File: src/rtl/seven_segment_counter_mux.sv
// N-digit BCD up/down counter with prescaled tick, synchronous load and a
// time-multiplexed seven-segment drive with optional common-anode inversion.
// Ports: clk, rst (sync, active-low), en, up_down, load, load_value in;
//        segments {g..a}, dp, digit_sel (one-hot), count (BCD), tick, wrap out.
module seven_segment_counter_mux #(
   parameter int MAX_COUNT     = 10_000_000,
   parameter int NUM_DIGITS    = 2,
   parameter int REFRESH_COUNT = 1000,
   parameter int COMMON_ANODE  = 0
) (
   input  logic                    clk,
   input  logic                    rst,
   input  logic                    en,
   input  logic                    up_down,
   input  logic                    load,
   input  logic [4*NUM_DIGITS-1:0] load_value,
   output logic [6:0]              segments,
   output logic                    dp,
   output logic [NUM_DIGITS-1:0]   digit_sel,
   output logic [4*NUM_DIGITS-1:0] count,
   output logic                    tick,
   output logic                    wrap
);

   localparam int PW = $clog2(MAX_COUNT);
   localparam int RW = (REFRESH_COUNT > 1) ? $clog2(REFRESH_COUNT) : 1;
   localparam int IW = (NUM_DIGITS > 1) ? $clog2(NUM_DIGITS) : 1;
   localparam logic INV = (COMMON_ANODE != 0);

   logic [PW-1:0]             presc;
   logic [RW-1:0]             refresh;
   logic [IW-1:0]             idx;
   logic [IW-1:0]             idx_nxt;
   logic                      fire;
   logic                      term;
   logic [4*NUM_DIGITS-1:0]   cnt_nxt;
   logic [4*NUM_DIGITS-1:0]   lv_clamp;
   logic                      wrap_nxt;
   logic [3:0]                nib;
   logic [NUM_DIGITS-1:0]     sel_raw;

   function automatic logic [6:0] dec(input logic [3:0] d);
      logic [6:0] s;
      case (d)
         4'd0:    s = 7'h3F;
         4'd1:    s = 7'h06;
         4'd2:    s = 7'h5B;
         4'd3:    s = 7'h4F;
         4'd4:    s = 7'h66;
         4'd5:    s = 7'h6D;
         4'd6:    s = 7'h7D;
         4'd7:    s = 7'h07;
         4'd8:    s = 7'h7F;
         4'd9:    s = 7'h6F;
         default: s = 7'h00;
      endcase
      return s;
   endfunction

   assign fire = en && (presc == PW'(MAX_COUNT - 1));
   assign term = (refresh == RW'(REFRESH_COUNT - 1));

   // Ripple carry/borrow through the digits; a carry out of the top
   // digit means the whole counter wrapped.
   always_comb begin
      logic       c;
      logic [3:0] d;
      cnt_nxt = count;
      c       = 1'b1;
      d       = 4'd0;
      for (int i = 0; i < NUM_DIGITS; i++) begin
         d = count[4*i +: 4];
         if (c) begin
            if (up_down) begin
               if (d >= 4'd9) begin
                  cnt_nxt[4*i +: 4] = 4'd0;
               end else begin
                  cnt_nxt[4*i +: 4] = d + 4'd1;
                  c = 1'b0;
               end
            end else begin
               if (d == 4'd0) begin
                  cnt_nxt[4*i +: 4] = 4'd9;
               end else begin
                  cnt_nxt[4*i +: 4] = d - 4'd1;
                  c = 1'b0;
               end
            end
         end
      end
      wrap_nxt = c;
   end

   always_comb begin
      lv_clamp = load_value;
      for (int i = 0; i < NUM_DIGITS; i++) begin
         if (load_value[4*i +: 4] > 4'd9) begin
            lv_clamp[4*i +: 4] = 4'd9;
         end
      end
   end

   always_comb begin
      idx_nxt = idx;
      if (term && NUM_DIGITS > 1) begin
         if (idx == IW'(NUM_DIGITS - 1)) begin
            idx_nxt = '0;
         end else begin
            idx_nxt = idx + 1'b1;
         end
      end
   end

   // Display path is built from the next digit index so that digit_sel
   // and segments are registered on the same edge and always agree.
   assign nib     = count[{idx_nxt, 2'b00} +: 4];
   assign sel_raw = NUM_DIGITS'(1) << idx_nxt;

   always_ff @(posedge clk) begin
      if (!rst) begin
         presc     <= '0;
         count     <= '0;
         refresh   <= '0;
         idx       <= '0;
         tick      <= 1'b0;
         wrap      <= 1'b0;
         dp        <= INV;
         digit_sel <= NUM_DIGITS'(1) ^ {NUM_DIGITS{INV}};
         segments  <= 7'h3F ^ {7{INV}};
      end else begin
         if (load) begin
            presc <= '0;
         end else if (en) begin
            presc <= fire ? '0 : presc + 1'b1;
         end

         if (load) begin
            count <= lv_clamp;
            tick  <= 1'b0;
            wrap  <= 1'b0;
         end else if (fire) begin
            count <= cnt_nxt;
            tick  <= 1'b1;
            wrap  <= wrap_nxt;
         end else begin
            tick  <= 1'b0;
            wrap  <= 1'b0;
         end

         refresh   <= term ? '0 : refresh + 1'b1;
         idx       <= idx_nxt;
         digit_sel <= sel_raw ^ {NUM_DIGITS{INV}};
         segments  <= dec(nib) ^ {7{INV}};
         dp        <= ((idx_nxt == '0) &&
                       (presc < PW'(MAX_COUNT / 2))) ^ INV;
      end
   end

endmodule

File: config.mk
export PLATFORM = sky130hd
export DESIGN_NAME = seven_segment_counter_mux
export DESIGN_NICKNAME = d
export VERILOG_FILES = /design/src/rtl/seven_segment_counter_mux.sv
export SDC_FILE = /design/constraint.sdc
export NUM_CORES = 1
export LEC_CHECK = 0
export ABC_AREA = 1
export BUFFER_PORTS_ARGS = -buffer_cell sky130_fd_sc_hd__buf_2
export CORE_MARGIN = 10
export CORE_UTILIZATION = 45
export DETAILED_ROUTE_END_ITERATION = 7
export PLACE_DENSITY = 0.65
export SYNTH_ARGS = -nofsm -noshare
export SYNTH_HDL_FRONTEND = slang
export SYNTH_SLANG_ARGS = --single-unit
File: constraint.sdc
create_clock -name clk -period 1.9 [get_ports clk]
set_clock_uncertainty 0.1 [all_clocks]
set_input_delay 0.285 -clock clk [delete_from_list [all_inputs] [get_ports clk]]
set_output_delay 0.285 -clock clk [all_outputs]
set_load 0.05 [all_outputs]
* Word level (Yosys, flattened, before mapping)
Memory sizes are Yosys's and may differ from the RTL's. A register that Yosys moved wholly into a read port is not among the register bits.
Index checks and enable logic that the tools add are counted.
** Storage, ports and cells
- Register bits :: 48
- Bits in read-only memories :: 112
- Bits of input ports :: 13
- Memories :: 1
** Cells by class
- Add/sub/neg operators :: 7
- Order comparisons :: 5
- Equal/unequal tests :: 2
- Shifts and indexed selects :: 2
- Multiplexer cells :: 21
- Bitwise logic cells :: 4
- Reduce and logical (&&, ||, !) cells :: 11
** Memory list
- (name not given) :: depth 16, bits a word 7, read ports 1, clocked after memory_dff 1, wr ports 0, RTL line 44 : case (d)
** Operators with widths (number)
- $mux 4 :: 9
- $add 24x1->24 const B :: 1
- $eq 24x24->1 const B :: 1
- $lt 24x23->1 const B :: 1
- $mux 24 :: 1
- $mux 8 :: 2
- $add 10x1->10 const B :: 1
- $eq 10x10->1 const B :: 1
- $mux 1 :: 9
- $add 4x1->4 const B :: 2
- $ge 4x4->1 const B :: 2
- $gt 4x4->1 const B :: 2
- $logic_not 4->1 :: 2
- $shiftx 8x4->4 :: 1
- $sub 4x1->4 const B :: 2
- $not 1->1 :: 4
- $reduce_bool 2->1 :: 2
- $reduce_or 2->1 :: 2
- $reduce_or 4->1 :: 1
- $logic_and 1x1->1 :: 2
- $reduce_and 2->1 :: 1
- $shl 1x1->2 const A :: 1
- $add 1x1->1 const B :: 1
- $logic_not 1->1 :: 1

* Longest topological paths before layout
- Depth after elaboration :: 6
- Mapped depth :: 14

* Worst setup path before layout
Ideal clock, no wire load.
- Kind :: register to register
- From :: reg count[0]
- To :: reg count[5]
- Arrival :: 1834 ps
- Setup slack :: -146 ps
- Cell stages (with the launch flop) :: 11
- Path buffers :: 0
- Cell sequence :: dfxtp_1 > inv_1 > ha_1 > nand3_2 > nand2_2 > a21boi_1 > or2_0 > nand2_2 > nand2_1 > nand2_1 > nor2_1
** On the way
- Longest elaborated chain between the ends :: 5
- Elaborated cells on any way between the ends :: 7
** Ends and longest elaborated chain
- start, declared :: RTL line 20 : output logic [4*NUM_DIGITS-1:0] count,
- start signal, assigned :: RTL line 138 : count <= lv_clamp;
- start signal, assigned :: RTL line 142 : count <= cnt_nxt;
- $ge 4x4->1 / $logic_not 4->1 (equally long branches) :: RTL line 75, 82
- $mux 1, on equally long branches :: RTL line 75, 82
- $mux 1 (*) :: RTL line 74 : if (up_down) begin
- $reduce_bool 2->1 (no source line) (*)
- $reduce_and 2->1 (no source line) (*)
Mark *: on every way between the ends. The rest lies on a longest branch, timed or not.
A chain may end at the register's enable or synchronous reset.

* Worst setup path after layout
- From :: reg refresh[0]
- To :: reg segments[4]
** On the way
- Longest elaborated chain between the ends :: 3
** Ends and longest elaborated chain
- start, declared :: RTL line 31 : logic [RW-1:0] refresh;
- start signal, assigned :: RTL line 150 : refresh <= term ? '0 : refresh + 1'b1;
- $eq 10x10->1 :: RTL line 61 : assign term = (refresh == RW'(REFRESH_COUNT - 1));
- $mux 1 :: RTL line 105 : if (term && NUM_DIGITS > 1) begin
- $shiftx 8x4->4 :: RTL line 116 : assign nib = count[{idx_nxt, 2'b00} +: 4];
- end, declared :: RTL line 17 : output logic [6:0] segments,
No other way between the ends.

==> flow_metrics.env <==
export IMPL_status="finished with violations"
export IMPL_violations="setup timing"
export IMPL_cp_cell_sequence="ha_4 -> nand2_4 -> inv_4 -> nand3_4 -> nand2_4 -> nand2_4 -> o21ai_4 -> inv_2 -> ha_4 -> or2_0 -> nand3_1 -> nand2_1"
export IMPL_syn_inst=483
export IMPL_ff2ff_setup_slack_ps=-20
export IMPL_wirelength_mm=8.561
export IMPL_p_total_mw=2.494
export IMPL_dr_pass1_iters=6
export IMPL_drc_errors=0
export IMPL_syn_nets=511
export IMPL_syn_avg_cell_area_um2=6.966
export IMPL_ys_types=44
export IMPL_path_class="flop to flop"
export IMPL_drive_gt1_share_pct=28.99
export IMPL_cts_tree="yes"
export IMPL_synth_edf_count=0
export IMPL_layout_setup_ws_ps=-17.61
export IMPL_fp_coreArea_mm2=0.007253
export IMPL_routedWlPerCell_um=13.29
export IMPL_grt_overflow=0
export IMPL_clock_latency_ps=310
export IMPL_yosysSeqAreaShare_pct=32.13
export IMPL_final_fill_count=692
export IMPL_fp_row_count=31
export IMPL_p_leak_nw=1.728
export IMPL_ant_nets=0
export IMPL_track_usage_pct=14.62
export IMPL_p_per_area_mw_per_mm2=604.3
export IMPL_via_per_inst=5.127
export IMPL_cts_sinks=54
export IMPL_fin_util_pct=56.91
export IMPL_slew_headroom_pct=71.67
export IMPL_gp_congestion=0.8900
export IMPL_yosysWarnings=0
export IMPL_diodes=0
export IMPL_final_common_cell="nand2_1"
export IMPL_fp_dieW_um=106.5
export IMPL_multiInputGateArea_mm2=0.002205
export IMPL_port_buffers=32
export IMPL_ios=33
export IMPL_grt_pass1_wl_mm=13.95
export IMPL_setup_viol=1
export IMPL_cts_htree_levels=2
export IMPL_startpoint_type="flop"
export IMPL_clockBufferDepth=2
export IMPL_crit_buf_inv=2
export IMPL_synth_ff_type="dfxtp_1"
export IMPL_dp_hpwl_mm=6.420
export IMPL_max_freq_mhz=521.5
export IMPL_num_vias=3302
export IMPL_synth_area_mm2=0.003364
export IMPL_fin_crit_sh_pct=100.9
export IMPL_crit_path_end_kind="flop"
export IMPL_die_area_mm2=0.01133
export IMPL_rsz0062_at_grt="true"
export IMPL_final_max_slew_viol_count=0
export IMPL_whs_ps=196.3
export IMPL_hold_path_depth=3
export IMPL_grt_pass1_vias=3033
export IMPL_first_iter_violations=225
export IMPL_worst_pin_slew_ps=424.5
export IMPL_vdd_drop_max_uv=335.0
export IMPL_worst_path_max_delay_cell="dfxtp_2"
export IMPL_ys_seq_elements=54
export IMPL_area_growth_pct=22.69
export IMPL_final_cell_mix="96 x nand2_1, 73 x nor2_1, 42 x dfxtp_1"
export IMPL_max_cap_viol_count=0
export IMPL_max_stage_delay_ps=370
export IMPL_r2r_cells=12
export IMPL_hold_end="count[1]"
export IMPL_path_delay_family="simple AND/OR/NAND/NOR gates"
export IMPL_synth_async_sr_flop_share_pct=0
export IMPL_cpMostUsedCell="nand2_4"
export IMPL_start_util_pct=46.39
export IMPL_hold_viol_final=0
export IMPL_worstPathRequired_ps=2020
export IMPL_nets=572
export IMPL_hp_class="input port to flop"
export IMPL_antenna_found_initial=0
export IMPL_min_delay_start="load_value[1]"
export IMPL_crit_fanout=4
export IMPL_timing_rr_start="refresh[0]"
export IMPL_period_needed_ps=1918
export IMPL_root_buffer="clkbuf_8"
export IMPL_die_h_um=106.5
export IMPL_grt_max_degree=17
export IMPL_clkTransAtPathRegs_ps=100
export IMPL_worstReg2RegEnd="segments[4]"
export IMPL_regArea_mm2=0.001096
export IMPL_cts_buffers=5
export IMPL_cp_arrival_ps=2030
[worst max path at each step]
stage          cells after the start     endpoint       start  slack (ps)
5_1_grt                           12  segments[4]  refresh[0]        -100
3_3_place_gp                      12  segments[4]  refresh[0]           4
6_report                          12  segments[4]  refresh[0]         -20
4_1_cts                           12  segments[4]  refresh[1]           9
3_5_place_dp                      12  segments[4]  refresh[0]        -100
2_1_floorplan                     13  segments[4]  refresh[0]          10
[power breakdown]
group	switching, mW	leakage (nW)	internal [mW]	total, mW
Combinational	0.334	1.23	0.176	0.510
Clock	0.393	0.0579	0.389	0.782
Sequential	0.0324	0.444	1.17	1.20
Total	0.760	1.73	1.73	2.49
[per-stage QoR]
stage	setup TNS, ps	cells	area (um2)	setup slack (ps)
2_1_floorplan	0	483	3387	11.54
6_report	-17.61	644	4128	-17.61
4_1_cts	0	635	3928	8.823
5_1_grt	-460.4	644	4128	-96.00
3_5_place_dp	-208.6	625	3760	-96.48
3_3_place_gp	0	625	3760	3.871
[cells by family after synthesis]
family | Yosys count | share of synthesized area (%)
compound gates | 54 | 9.707
xor+xnor | 12 | 3.124
fa+ha+maj | 15 | 5.578
buf+inv | 62 | 7.587
flops | 54 | 32.13
simple gates | 286 | 41.87
[sequential cells by signal, summed over array words and instances (netlist names)]
signal,count
count,8
digit_sel,2
dp,1
presc,24
refresh,10
segments,7
tick,1
wrap,1
[synth_stat cells, types with 2 or more instances]
| master | instances | area share, % |
|---|---|---|
| nand2_1 | 99 | 11 |
| nor2_1 | 75 | 8.4 |
| dfxtp_1 | 54 | 32 |
| inv_1 | 46 | 5.1 |
| nand3_1 | 30 | 4.5 |
| nor3_1 | 18 | 2.7 |
| a21oi_1 | 16 | 2.4 |
| nand2_2 | 16 | 3.0 |
| ha_1 | 15 | 5.6 |
| o21ai_0 | 15 | 2.2 |
| nand4_1 | 13 | 2.4 |
| inv_2 | 8 | 0.89 |
| nand3_2 | 8 | 2.4 |
| xnor2_1 | 6 | 1.6 |
| xor2_1 | 6 | 1.6 |
| nor4_1 | 5 | 0.93 |
| o22ai_1 | 5 | 0.93 |
| buf_2 | 4 | 0.60 |
| nor2_2 | 4 | 0.74 |
| nand2_4 | 3 | 1.0 |
| nor2_4 | 3 | 1.0 |
| o21ai_1 | 3 | 0.45 |
| o21ai_2 | 3 | 0.78 |
| a22oi_1 | 2 | 0.45 |
| a31oi_1 | 2 | 0.37 |
| buf_4 | 2 | 0.45 |
| nand4_2 | 2 | 0.74 |
| nor3_4 | 2 | 0.97 |
| nor3b_1 | 2 | 0.45 |
| or2_0 | 2 | 0.37 |
[tightest hold or removal path: stages]
cell and delay [ps]:
buf_2 90, a22oi_1 80, o22ai_1 110
[metal layers]
layer | vias to the layer above | GRT usage [%] | routed length [um]
li1 | 1697 | - | -
met1 | 1496 | 18.90 | 3851
met2 | 103 | 24.16 | 4139
met3 | 6 | 2.597 | 491
met4 | 0 | 4.449 | 78
met5 | - | 0 | 0
[area by class of cell]
cell class	instances	share of cell area, %
clock buffer	5	1.667
sequential	54	26.55
timing repair buffer	60	9.063
inverter	55	5.335
multi-input combinational	368	53.41
tap	99	3.001
clock inverter	3	0.9700
[what timing repair did]
action | in CTS | in global routing
cloned | 0 | 1
hold buffers | 0 | 0
endpoints found under the hold margin | 0 | 0
setup buffers | 2 | 8
gates resized for setup | 13 | 35
pin swaps | 6 | 18
endpoints found under the setup margin | 7 | 14
Power figures use the tool's default switching activity.
